<file path="src/rtl/md_unit.sv">
// md_unit: multi-cycle MULT/MULTU/DIV/DIVU unit owning the HI/LO register pair.
// Multiply completes after MUL_LAT busy cycles; divide runs DIV_ITER restoring
// iterations followed by a sign-fixup cycle. A flush from MEM aborts any
// in-flight operation without touching HI/LO.
module md_unit #(
  parameter int unsigned MUL_LAT  = 4,
  parameter int unsigned DIV_ITER = 32
) (
  input  logic        clk,
  input  logic        rst,
  input  logic        start,
  input  logic [1:0]  op,
  input  logic [31:0] src_a,
  input  logic [31:0] src_b,
  input  logic        hi_we,
  input  logic        lo_we,
  input  logic [31:0] wdata,
  input  logic        flush,
  output logic        busy,
  output logic [31:0] hi,
  output logic [31:0] lo
);

  localparam int unsigned W     = 32;
  localparam int unsigned CNT_W = 6;

  localparam logic [CNT_W-1:0] MUL_LAST = CNT_W'(MUL_LAT - 1);
  localparam logic [CNT_W-1:0] DIV_LAST = CNT_W'(DIV_ITER - 1);

  typedef enum logic [1:0] {
    S_IDLE = 2'd0,
    S_MUL  = 2'd1,
    S_DIV  = 2'd2,
    S_FIX  = 2'd3
  } state_t;

  state_t           state;
  logic [CNT_W-1:0] cnt;
  logic             op_signed;
  logic [W-1:0]     op_a;
  logic [W-1:0]     mul_b;
  logic [W-1:0]     dvsr;
  logic [W-1:0]     quo;
  logic [W-1:0]     rem;
  logic             neg_q;
  logic             neg_r;
  logic             div_zero;

  // Operand magnitudes at issue time (signed ops only take absolute values).
  logic             issue_signed;
  logic [W-1:0]     abs_a;
  logic [W-1:0]     abs_b;

  always_comb begin
    issue_signed = ~op[0];
    abs_a        = (issue_signed && src_a[W-1]) ? (W'(0) - src_a) : src_a;
    abs_b        = (issue_signed && src_b[W-1]) ? (W'(0) - src_b) : src_b;
  end

  // 64-bit product of the latched operands, sign- or zero-extended.
  logic [2*W-1:0] ext_a;
  logic [2*W-1:0] ext_b;
  logic [2*W-1:0] product;

  always_comb begin
    ext_a   = op_signed ? {{W{op_a[W-1]}}, op_a}   : {{W{1'b0}}, op_a};
    ext_b   = op_signed ? {{W{mul_b[W-1]}}, mul_b} : {{W{1'b0}}, mul_b};
    product = ext_a * ext_b;
  end

  // One restoring-division step: shift in the next dividend bit, subtract if it fits.
  logic [W:0]   rem_shift;
  logic         take;
  logic [W-1:0] rem_next;
  logic [W-1:0] quo_next;

  always_comb begin
    rem_shift = {rem, quo[W-1]};
    take      = (rem_shift >= {1'b0, dvsr});
    rem_next  = take ? (rem_shift[W-1:0] - dvsr) : rem_shift[W-1:0];
    quo_next  = {quo[W-2:0], take};
  end

  // Sign-corrected divide result; divide-by-zero bypasses the fixup.
  logic [W-1:0] q_fix;
  logic [W-1:0] r_fix;

  always_comb begin
    q_fix = neg_q ? (W'(0) - quo) : quo;
    r_fix = neg_r ? (W'(0) - rem) : rem;
    if (div_zero) begin
      q_fix = '1;
      r_fix = op_a;
    end
  end

  // Control FSM with registered busy/HI/LO and operand/iteration state.
  always_ff @(posedge clk) begin
    if (!rst) begin
      state     <= S_IDLE;
      cnt       <= '0;
      busy      <= 1'b0;
      hi        <= '0;
      lo        <= '0;
      op_signed <= 1'b0;
      op_a      <= '0;
      mul_b     <= '0;
      dvsr      <= '0;
      quo       <= '0;
      rem       <= '0;
      neg_q     <= 1'b0;
      neg_r     <= 1'b0;
      div_zero  <= 1'b0;
    end else begin
      case (state)
        S_IDLE: begin
          if (!flush) begin
            if (hi_we) hi <= wdata;
            if (lo_we) lo <= wdata;
            if (start) begin
              op_signed <= issue_signed;
              op_a      <= src_a;
              mul_b     <= src_b;
              dvsr      <= abs_b;
              quo       <= abs_a;
              rem       <= '0;
              neg_q     <= issue_signed & (src_a[W-1] ^ src_b[W-1]);
              neg_r     <= issue_signed & src_a[W-1];
              div_zero  <= (src_b == '0);
              cnt       <= '0;
              busy      <= 1'b1;
              state     <= op[1] ? S_DIV : S_MUL;
            end
          end
        end

        S_MUL: begin
          if (flush) begin
            state <= S_IDLE;
            busy  <= 1'b0;
            cnt   <= '0;
          end else if (cnt == MUL_LAST) begin
            hi    <= product[2*W-1:W];
            lo    <= product[W-1:0];
            state <= S_IDLE;
            busy  <= 1'b0;
            cnt   <= '0;
          end else begin
            cnt <= cnt + CNT_W'(1);
          end
        end

        S_DIV: begin
          if (flush) begin
            state <= S_IDLE;
            busy  <= 1'b0;
            cnt   <= '0;
          end else begin
            rem <= rem_next;
            quo <= quo_next;
            if (cnt == DIV_LAST) begin
              state <= S_FIX;
              cnt   <= '0;
            end else begin
              cnt <= cnt + CNT_W'(1);
            end
          end
        end

        S_FIX: begin
          if (!flush) begin
            hi <= r_fix;
            lo <= q_fix;
          end
          state <= S_IDLE;
          busy  <= 1'b0;
          cnt   <= '0;
        end

        default: begin
          state <= S_IDLE;
          busy  <= 1'b0;
          cnt   <= '0;
        end
      endcase
    end
  end

endmodule

</file>
<file path="config.mk">
export PLATFORM = sky130hd
export DESIGN_NAME = md_unit
export DESIGN_NICKNAME = d
export VERILOG_FILES = /design/src/rtl/md_unit.sv
export SDC_FILE = /design/constraint.sdc
export NUM_CORES = 2
export LEC_CHECK = 0
export ABC_AREA = 0
export BUFFER_PORTS_ARGS = -buffer_cell sky130_fd_sc_hd__clkbuf_2
export CAP_MARGIN = 20
export CORE_AREA = 2 2 397 399
export DETAILED_ROUTE_END_ITERATION = 8
export DIE_AREA = 0 0 399 401
export PLACE_DENSITY = 0.56
export RECOVER_POWER = 25
export SYNTH_ARGS = -nofsm -noshare
export SYNTH_HDL_FRONTEND = slang
export SYNTH_SLANG_ARGS = --single-unit
</file>
<file path="constraint.sdc">
create_clock -name clk -period 16.75 [get_ports clk]
set_input_delay 1.675 -clock clk [delete_from_list [all_inputs] [get_ports clk]]
set_output_delay 1.675 -clock clk [all_outputs]
set_load 0.01 [all_outputs]
</file>
==> flow_metrics.py <==
metrics = {
    "power": {
        "power.share.clock": 0.203,
        "p_per_area_nw_per_um2": 51.10,
        "p_leak_nw": 32.54,
        "p_switching_mw": 1.701,
        "p_int_mw": 1.656,
        "power_frac_seq": 0.244,
        "vdd_ir_drop_max_mv": 0.09972,
        "p_sw_frac": 0.5066,
        "p_comb_frac": 0.552,
    },
    "timing": {
        "fmax_mhz": 94.79,
        "hold_violations": 0,
        "period_minus_slack_ns": 10.55,
        "worst_slack_ns": 6.200,
        "slew_headroom": -0.7017,
        "skew_ns": 0.02099,
        "min_period_over_period": 0.6298,
        "worst_pin_slew_ns": 2.553,
        "hold_ws_ns": 0.4556,
        "setup_viol": 0,
        "drv_slew": 59,
        "tns_ns": 0,
        "rsz0062_at_grt": "false",
    },
    "setup_path": {
        "worst_path_largest_cell_delay_ns": 0.91,
        "cp_slowest_cell": "fa_1",
        "critPathLaunch": "op_signed",
        "ff2ff_setup_slack_ns": 6.20,
        "cp.required_ns": 17.30,
        "end_kind": "flip-flop",
        "cp-start-kind": "flip-flop",
        "r2r-end": "hi[30]",
        "r2r_cells": 32,
        "cpMostUsedCell": "fa_1",
        "crit_path_end": "hi[30]",
        "reg2reg_from": "op_signed",
        "path_max_fanout": 24,
        "cp.arrival_ns": 11.10,
        "path_class": "flip-flop to flip-flop",
    },
    "detailed_routing": {
        "vias_per_cell": 5.237,
        "antenna_left": 0,
        "drt-total-wl_um": 200900,
        "drc": 0,
        "num_vias": 47190,
        "drt_iter0_drc": 3411,
        "firstDrtPassIters": 6,
        "wl_per_cell_um": 22.30,
    },
    "synthesis": {
        "ys.flop_type": "dfxtp_1",
        "yosysTopAreaCellShare": 0.4582,
        "synth_most_common_cell": "inv_1",
        "synthTopCellsByCount": "inv_1 (1589), fa_1 (1420), nand2_1 (812)",
        "synth.cell_area_um2": 62040,
        "synth_edf_count": 0,
        "ys_types": 88,
        "ys_ff_latch": 236,
        "yosysSeqAreaShare": 0.07615,
        "async_flop_share": 0,
        "synth_top_area_cell": "fa_1",
        "synth_area_leaders": "fa_1 (46%), inv_1 (9.6%), dfxtp_1 (7.6%), ha_1 (7.1%), and2_1 (5.8%)",
        "avgSynthCellArea_um2": 8.827,
        "postSynthCellCount": 7029,
        "synth.net_count": 8903,
        "ys.warnings.count": 0,
    },
    "global_route": {
        "grt_pass1_wl_um": 310900,
        "antenna_found_initial": 11,
        "grt-ovfl-total": 0,
        "grt_max_degree": 75,
        "grt_pass1_vias": 50490,
        "gr-usage-all-layers": 0.2566,
    },
    "job": {
        "cap_violations": 1,
    },
    "worst_hold_path": {
        "hold_path.class": "flip-flop to flip-flop",
        "min_from": "mul_b[20]",
    },
    "floorplan": {
        "die_h_um": 401,
        "dieArea_um2": 160000,
        "rows": 145,
        "ios": 169,
        "die_w_um": 399,
        "core_um2": 155700,
        "start_util": 0.3986,
    },
    "cts": {
        "ctsLongestPathBuffers": 3,
        "clk_pin_slew_worst_paths_ns": 0.06,
        "cts_buffers": 30,
        "cts_sinks": 236,
        "post_cts_buffers": 0,
        "clock_latency_ns": 0.60,
        "h-tree-depth": 1,
        "cts_tree": "done",
        "clockRootBuffer": "clkbuf_16",
        "holdBufCountCts": 0,
        "cts_resized": 0,
    },
    "placement": {
        "dpl_worst_slack_ns": 6.254,
        "port_buffers": 168,
        "dp.cells": 8956,
        "place.gp.congestion": 0.9384,
        "dp_hpwl_um": 162200,
        "placed_cell_area_um2": 64710,
    },
    "outcome": {
        "failed_checks": "capacitance limit, slew limit",
        "status": "finished, violations left",
    },
    "layout": {
        "final_cell_area_um2": 65690,
        "layout.nets": 8805,
        "drive_above_1_share": 0.04461,
        "stdcell_count": 9010,
        "syn_to_final_growth_pct": 5.879,
        "num-fill-cells": 15740,
    },
}
power groups by stage:
stage          clock network [mW]  registers [mW]  logic [mW]
3_3_place_gp                    0           0.827        1.82
3_5_place_dp                    0           0.827        1.83
5_1_grt                     0.709           0.826        2.02
4_1_cts                     0.691           0.816        1.85
6_report                    0.683           0.820        1.85
2_1_floorplan                   0           0.763        1.16
worst max-delay path, delay by kind of cell, from the launching register on:
kind | cells | cell delay, ns
AOI/OAI and AO/OA | 5 | 1.25
buffers and inverters | 9 | 1.29
DFF | 1 | 0.30
and+or+nand+nor | 7 | 1.52
adders and majority gates | 11 | 6.10
worst min-delay path by stage:
| stage | cells past startpoint | to |
|---|---|---|
| floorplan | 2 | dvsr[20] |
| global placement | 2 | mul_b[19] |
| detailed placement | 2 | mul_b[19] |
| CTS | 2 | mul_b[19] |
| global route | 2 | mul_b[11] |
| finish | 2 | mul_b[20] |
logic make-up after synthesis:
family | Yosys count | share of synthesized area
flops | 236 | 0.07615
simple gates | 1880 | 0.1476
buf+inv | 1978 | 0.1200
xor+xnor | 248 | 0.03501
mux | 17 | 0.002763
fa+ha+maj | 1774 | 0.5294
compound gates | 896 | 0.08906
stage by stage:
step | utilization | power, mW
floorplan | - | 1.926
global placement | 0.4157 | 2.651
detailed placement | 0.4157 | 2.658
CTS | 0.4223 | 3.353
global route | 0.4220 | 3.558
finish | 0.4220 | 3.357
routing by layer:
| metal | GRT usage | up-vias | part of all wire |
|---|---|---|---|
| li1 | - | 20920 | - |
| met3 | 0.02543 | 305 | 0.055 |
| met1 | 0.3522 | 24500 | 0.43 |
| met5 | 0 | - | 0 |
| met4 | 0.09115 | 0 | 0.043 |
| met2 | 0.4216 | 1465 | 0.47 |
cell usage in the layout (no fill, tap or decap), types with 29 or more instances in the layout:
cell type | Yosys | routed
nor3_1 | 39 | 38
inv_1 | 1589 | 1588
dfxtp_1 | 236 | 223
xor2_1 | 79 | 79
o31ai_1 | 31 | 31
o21ai_0 | 235 | 235
nor2_1 | 234 | 231
nand2_1 | 812 | 811
nand3_1 | 31 | 31
a31oi_1 | 29 | 29
xnor2_1 | 169 | 169
ha_1 | 350 | 347
a221oi_1 | 34 | 34
and3_1 | 30 | 30
clkbuf_16 | 0 | 30
or3_1 | 30 | 30
clkbuf_1 | 353 | 60
a211oi_1 | 41 | 41
fa_1 | 1420 | 1420
a21o_1 | 50 | 50
and2_1 | 577 | 575
clkbuf_2 | 0 | 111
a21oi_1 | 319 | 319
buf_4 | 2 | 87
registers in the layout, summed over array words and instances, names as in the netlist, 2 cells and up:
register	cells
rem	32
lo	32
state	2
op_a	32
quo	32
cnt	6
hi	32
mul_b	32
dvsr	31
final cells by class:
| cell class | count | area [µm²] | share of cell area |
|---|---|---|---|
| Multi-Input combinational cell | 4815 | 49920 | 0.7599 |
| Clock inverter | 10 | 152.6 | 0.002324 |
| Tap cell | 2058 | 2575 | 0.03920 |
| Inverter | 1591 | 5974 | 0.09095 |
| Antenna cell | 3 | 7.507 | 0.0001143 |
| Sequential cell | 236 | 4741 | 0.07217 |
| Timing Repair Buffer | 257 | 1454 | 0.02213 |
| Clock buffer | 40 | 868.3 | 0.01322 |
Note: power is estimated with default switching activity, not from simulation.
